**config.mk**
```make
export PLATFORM = sky130hd
export DESIGN_NAME = button_compositor
export DESIGN_NICKNAME = d
export VERILOG_FILES = /design/src/rtl/button_compositor.sv
export SDC_FILE = /design/constraint.sdc
export NUM_CORES = 1
export LEC_CHECK = 0
export CORE_MARGIN = 1.5
export CORE_UTILIZATION = 40
export DETAILED_ROUTE_END_ITERATION = 10
export GPL_TIMING_DRIVEN = 0
export PLACE_DENSITY = 0.7
export SYNTH_ARGS = -nofsm -noshare
export SYNTH_HDL_FRONTEND = slang
export SYNTH_SLANG_ARGS = --single-unit
```
**constraint.sdc**
```tcl
create_clock -name vga_clk -period 5.3 [get_ports vga_clk]
set_input_delay 0.795 -clock vga_clk [delete_from_list [all_inputs] [get_ports vga_clk]]
set_output_delay 0.795 -clock vga_clk [all_outputs]
set_load 0.03 [all_outputs]
```
**src/rtl/button_compositor.sv**
```systemverilog
// button_compositor
// Maps VGA scan coordinates onto two on-screen buttons, feeds button-local
// coordinates to the button ROM reader, and composites the returned RGB over
// the background stream. Also tracks which button is highlighted, runs the
// confirm-flash sequence and reports the chosen button to game logic.
//
// Ports:
//   vga_clk, reset         pixel clock, synchronous active-high reset
//   pixel_x, pixel_y       current scan position (T0)
//   frame_start            one-cycle pulse per frame
//   bg_data                background RGB aligned with pixel_x/pixel_y
//   sel_toggle, confirm    user input pulses
//   btn_x_pos, btn_y_pos,
//   btn_type               button-local address to ROM reader (T1)
//   btn_pixel              ROM reader RGB (T2)
//   out_data               composited RGB to DAC (T3)
//   choice_valid, choice   confirm result pulse and held button index
//
// Configuration macro: TRANSPARENT_KEY_EN -- when defined, magenta (24'hFF00FF)
// button pixels show the background instead.

module button_compositor #(
  parameter int unsigned BTN_W        = 155,
  parameter int unsigned BTN_H        = 38,
  parameter int unsigned BTN0_X       = 80,
  parameter int unsigned BTN0_Y       = 400,
  parameter int unsigned BTN1_X       = 400,
  parameter int unsigned BTN1_Y       = 400,
  parameter logic [23:0] HILITE_MASK  = 24'h303030,
  parameter int unsigned FLASH_FRAMES = 16
) (
  input  logic        vga_clk,
  input  logic        reset,
  input  logic [9:0]  pixel_x,
  input  logic [9:0]  pixel_y,
  input  logic        frame_start,
  input  logic [23:0] bg_data,
  input  logic        sel_toggle,
  input  logic        confirm,
  output logic [7:0]  btn_x_pos,
  output logic [5:0]  btn_y_pos,
  output logic        btn_type,
  input  logic [23:0] btn_pixel,
  output logic [23:0] out_data,
  output logic        choice_valid,
  output logic        choice
);

  // Counter is at least 2 bits so bit 1 can drive the flash blink.
  localparam int unsigned CNT_W = (FLASH_FRAMES > 4) ? $clog2(FLASH_FRAMES) : 2;
  localparam logic [CNT_W-1:0] CNT_LAST = CNT_W'(FLASH_FRAMES - 1);

  // Region bounds at 11 bits so the end coordinate cannot wrap.
  localparam logic [10:0] X0_LO = 11'(BTN0_X);
  localparam logic [10:0] X0_HI = 11'(BTN0_X + BTN_W);
  localparam logic [10:0] Y0_LO = 11'(BTN0_Y);
  localparam logic [10:0] Y0_HI = 11'(BTN0_Y + BTN_H);
  localparam logic [10:0] X1_LO = 11'(BTN1_X);
  localparam logic [10:0] X1_HI = 11'(BTN1_X + BTN_W);
  localparam logic [10:0] Y1_LO = 11'(BTN1_Y);
  localparam logic [10:0] Y1_HI = 11'(BTN1_Y + BTN_H);
  localparam logic [9:0]  X0_OFS = 10'(BTN0_X);
  localparam logic [9:0]  Y0_OFS = 10'(BTN0_Y);
  localparam logic [9:0]  X1_OFS = 10'(BTN1_X);
  localparam logic [9:0]  Y1_OFS = 10'(BTN1_Y);

`ifdef TRANSPARENT_KEY_EN
  localparam logic [23:0] KEY_COLOR = 24'hFF00FF;
`endif

  typedef enum logic [1:0] {IDLE, FLASH, DONE} state_t;

  state_t           state, state_n;
  logic [CNT_W-1:0] cnt, cnt_n;
  logic             highlight, highlight_n;
  logic             hilite_on_c;

  logic             hit0_c, hit1_c, hit_c;
  logic [10:0]      px_c, py_c;
  logic             hit_d1, hit_d2;
  logic             sel_d2;
  logic [23:0]      bg_d1, bg_d2;
  logic [23:0]      out_c;

  // Hit detection on the raw scan position; button 0 wins an overlap.
  always_comb begin
    px_c   = {1'b0, pixel_x};
    py_c   = {1'b0, pixel_y};
    hit0_c = (px_c >= X0_LO) && (px_c < X0_HI) && (py_c >= Y0_LO) && (py_c < Y0_HI);
    hit1_c = (px_c >= X1_LO) && (px_c < X1_HI) && (py_c >= Y1_LO) && (py_c < Y1_HI);
    hit_c  = hit0_c || hit1_c;
  end

  // Stage 1: ROM address (held when no button is under the beam), stage 2 delay.
  always_ff @(posedge vga_clk) begin
    if (reset) begin
      btn_x_pos <= 8'd0;
      btn_y_pos <= 6'd0;
      btn_type  <= 1'b0;
      hit_d1    <= 1'b0;
      hit_d2    <= 1'b0;
      sel_d2    <= 1'b0;
      bg_d1     <= 24'd0;
      bg_d2     <= 24'd0;
    end else begin
      hit_d1 <= hit_c;
      bg_d1  <= bg_data;
      if (hit0_c) begin
        btn_x_pos <= 8'(pixel_x - X0_OFS);
        btn_y_pos <= 6'(pixel_y - Y0_OFS);
        btn_type  <= 1'b0;
      end else if (hit1_c) begin
        btn_x_pos <= 8'(pixel_x - X1_OFS);
        btn_y_pos <= 6'(pixel_y - Y1_OFS);
        btn_type  <= 1'b1;
      end
      hit_d2 <= hit_d1;
      sel_d2 <= btn_type;
      bg_d2  <= bg_d1;
    end
  end

  // Stage 3 compose: background, button pixel, or highlighted button pixel.
  always_comb begin
    out_c = bg_d2;
    if (hit_d2) begin
      out_c = btn_pixel;
      if (hilite_on_c && (sel_d2 == highlight)) begin
        out_c = btn_pixel ^ HILITE_MASK;
      end
`ifdef TRANSPARENT_KEY_EN
      if (btn_pixel == KEY_COLOR) begin
        out_c = bg_d2;
      end
`endif
    end
  end

  always_ff @(posedge vga_clk) begin
    if (reset) begin
      out_data <= 24'd0;
    end else begin
      out_data <= out_c;
    end
  end

  // Selection FSM: state and registered outputs.
  always_ff @(posedge vga_clk) begin
    if (reset) begin
      state        <= IDLE;
      cnt          <= '0;
      highlight    <= 1'b0;
      choice_valid <= 1'b0;
      choice       <= 1'b0;
    end else begin
      state        <= state_n;
      cnt          <= cnt_n;
      highlight    <= highlight_n;
      choice_valid <= (state_n == DONE);
      if (state_n == DONE) begin
        choice <= highlight;
      end
    end
  end

  // Selection FSM: next state; confirm outranks sel_toggle in IDLE.
  always_comb begin
    state_n     = state;
    cnt_n       = cnt;
    highlight_n = highlight;
    hilite_on_c = 1'b1;
    case (state)
      IDLE: begin
        if (confirm) begin
          state_n = FLASH;
          cnt_n   = '0;
        end else if (sel_toggle) begin
          highlight_n = ~highlight;
        end
      end
      FLASH: begin
        hilite_on_c = cnt[1];
        if (frame_start) begin
          if (cnt == CNT_LAST) begin
            state_n = DONE;
          end else begin
            cnt_n = cnt + CNT_W'(1);
          end
        end
      end
      DONE: begin
        state_n = IDLE;
      end
      default: begin
        state_n = IDLE;
      end
    endcase
  end

endmodule

```
==> results.cfg <==
[run_status]
status = finished with violations
violations = design-rule violations

[setup_path]
path_max_fanout = 4
worstSetupPathType = primary input to flop
arrival_ns = 3.61
crit-reg2reg-launch = state[1]
r2r_end = out_data[21]
worstSetupEndpointType = flop
startpoint = pixel_y[4]
reg2reg_depth = 6
required_ns = 5.52
reg2reg_slack_ns = 3.71
startpoint_type = primary input

[clock_tree]
post-cts-setup-buffer-count = 0
cts_tree = yes
clock-sinks = 99
clk_path_buf_depth = 2
htreeDepth = 3
cts_buffers = 9
post_cts_resized = 0
postCtsHoldBufs = 0
clk_pin_slew_ns = 0.10
cts_root_buffer = clkbuf_8
clk_latency_ns = 0.36

[grt]
track_usage = 0.179
grt_max_degree = 18
overflow = 0
first_global_vias = 2848
antenna_found_initial = 0
grt_pass1_wl_um = 13500

[sta]
rsz0062_at_grt = false
setup_viol = 0
maxSlewHeadroom = 0.495
tns_ns = 0
period_needed_ns = 3.39
worst_slew_pin_slew_ns = 0.758
finalCritPeriodShare = 0.639
skew_ns = 0.0121
finalHoldViolations = 0
maxSlewViolCount = 0
fmax_ghz = 0.295

[job]
drv_cap = 0

[synthesis]
netlist_top_cells_area = dfxtp_1 (54%), nor2b_1 (9.7%), mux2i_1 (7.4%), nor2_1 (3.9%), nand2b_1 (3.2%)
syn_inst = 350
ys_warn_count = 0
synth-main-ff-cell = dfxtp_1
yosysTopAreaCell = dfxtp_1
async_flop_share = 0
synth_cell_type_count = 42
ys_ff_latch = 99
synthesis.nets = 432
synth-seq-area-share = 0.541
synth-edff-count = 0
synth_top_area_frac = 0.541
avgSynthCellArea_um2 = 10.5
synth_area_um2 = 3660

[finish]
syn2layout_area_growth_pct = 40.5
final_common_cell = clkdlybuf4s50_1
nFillCells = 765
drive_above_1_share = 0.0626
final_cell_mix = clkdlybuf4s50_1 (113), dfxtp_1 (99), nor2b_1 (57), nor2_1 (38), mux2i_1 (27)
diodes = 0
nets = 556
fin_util = 0.585

[floorplan]
io_pins = 114
start_util = 0.416
row_count = 34
die_h_um = 98.7
core_um2 = 8810
dieArea_um2 = 9740
die_w_um = 98.7

[drt]
vias = 2751
wl_per_cell_um = 13.8
remaining_drc_errors = 7
routed_wl_um = 8130
drt.antenna.violating_nets = 0
first_iter_violations = 43
firstDrtPassIters = 9
vias_per_cell = 4.69

[power]
power.density_nw_per_um2 = 283
leakage_nw = 1.90
power_frac_comb = 0.112
clock_power_share = 0.354
power.net_switching_uw = 344
total_power_mw = 1.45
seq_power_share = 0.533
max-vdd-ir-drop_v = 0.000137
intPower_mw = 1.11
p_sw_frac = 0.237

[placed_design]
place_congestion = 0.813
hpwl_um = 6200
portBuffers = 113

[min_path]
hold_class = flop to flop
holdCritStartpoint = bg_d1[18]
whs_endpoint = bg_d2[18]
holdPathStages = 1
-- state kept, by name, indices dropped and copies added, names as in the netlist --
register and flops:
hit_d1 1, bg_d2 24, choice 1, btn_y_pos 6, out_data 24, btn_x_pos 8
bg_d1 24, cnt 4, choice_valid 1, btn_type 1, state 2, hit_d2 1
sel_d2 1, highlight 1
-- cells by family (layout without fill, tap and decap cells) --
logic type / count (synthesis) / in the layout / share of synthesized area
AND/OR/NAND/NOR: 141 / 141 / 0.215
flip-flops: 99 / 99 / 0.541
AO/OA/AOI/OAI: 35 / 35 / 0.0669
multiplexers: 32 / 32 / 0.0902
buffers and inverters: 22 / 151 / 0.0273
XOR/XNOR: 12 / 12 / 0.0287
adder cells (fa/ha/maj): 9 / 9 / 0.0307
-- worst max path at each step --
stage	end	slack, ns	cells past startpoint
3_3_place_gp	btn_x_pos[7]	1.66	13
3_5_place_dp	btn_x_pos[7]	1.58	13
2_1_floorplan	btn_x_pos[7]	2.44	13
6_report	btn_x_pos[7]	1.91	13
5_1_grt	btn_x_pos[7]	1.77	14
4_1_cts	btn_x_pos[7]	1.97	13
-- critical path, stage by stage --
cell	delay, ns
clkdlybuf4s50_1	0.53
ha_1	0.16
or4b_4	0.45
o21ai_2	0.15
nand3_1	0.17
nor2_1	0.18
nand2_1	0.08
ha_1	0.31
o21a_1	0.13
nor2_1	0.11
xnor2_1	0.15
mux2i_1	0.29
o32ai_1	0.10
-- power groups by stage --
stage          registers (mW)  clock network, mW  logic [mW]
6_report                0.775              0.516       0.164
2_1_floorplan           0.803                  0      0.0658
4_1_cts                 0.776              0.531       0.165
3_5_place_dp            0.793                  0       0.165
5_1_grt                 0.778              0.566       0.180
3_3_place_gp            0.792                  0       0.161
-- cells in the mapped netlist, types with 2 or more instances --
cell       n
nor3_1     5
buf_1      3
nand2_1    6
a21oi_1    7
mux2_2     4
mux2i_1   27
xnor2_1    9
ha_1       9
nor3b_1    3
xor2_1     3
inv_1      5
nor2b_1   57
a211oi_1  11
o32ai_1    2
nor2_1    38
o21ai_0    5
nand3_1    3
dfxtp_1   99
clkbuf_1  12
o22ai_1    2
nand2b_1  19
-- layout make-up --
| class | instances | area (um^2) | share of cell area |
|---|---|---|---|
| Sequential cell | 99 | 1980 | 0.385 |
| Multi-Input combinational cell | 229 | 1580 | 0.307 |
| Timing Repair Buffer | 113 | 1130 | 0.220 |
| Clock buffer | 11 | 151 | 0.0294 |
| Tap cell | 108 | 135 | 0.0262 |
| Buffer | 17 | 81.3 | 0.0158 |
| Clock inverter | 5 | 67.6 | 0.0131 |
| Inverter | 5 | 18.8 | 0.00365 |
-- metrics by stage --
step           std cells  worst slack, ns  cell area, um^2  hold WS [ns]
6_report             587             1.91             5150         0.430
5_1_grt              587             1.77             5150         0.446
4_1_cts              587             1.97             5150         0.436
3_5_place_dp         571             1.58             4930         0.424
3_3_place_gp         571             1.66             4930         0.418
2_1_floorplan        350             2.44             3660         0.414
-- per-layer routing --
metal	up-vias	routed length (um)	global-route usage
met5	-	0	0
met4	0	242	0.0813
met3	16	368	0.0454
li1	1405	-	-
met2	79	3960	0.311
met1	1251	3560	0.208
No activity file was read; power rests on OpenSTA's default activity.
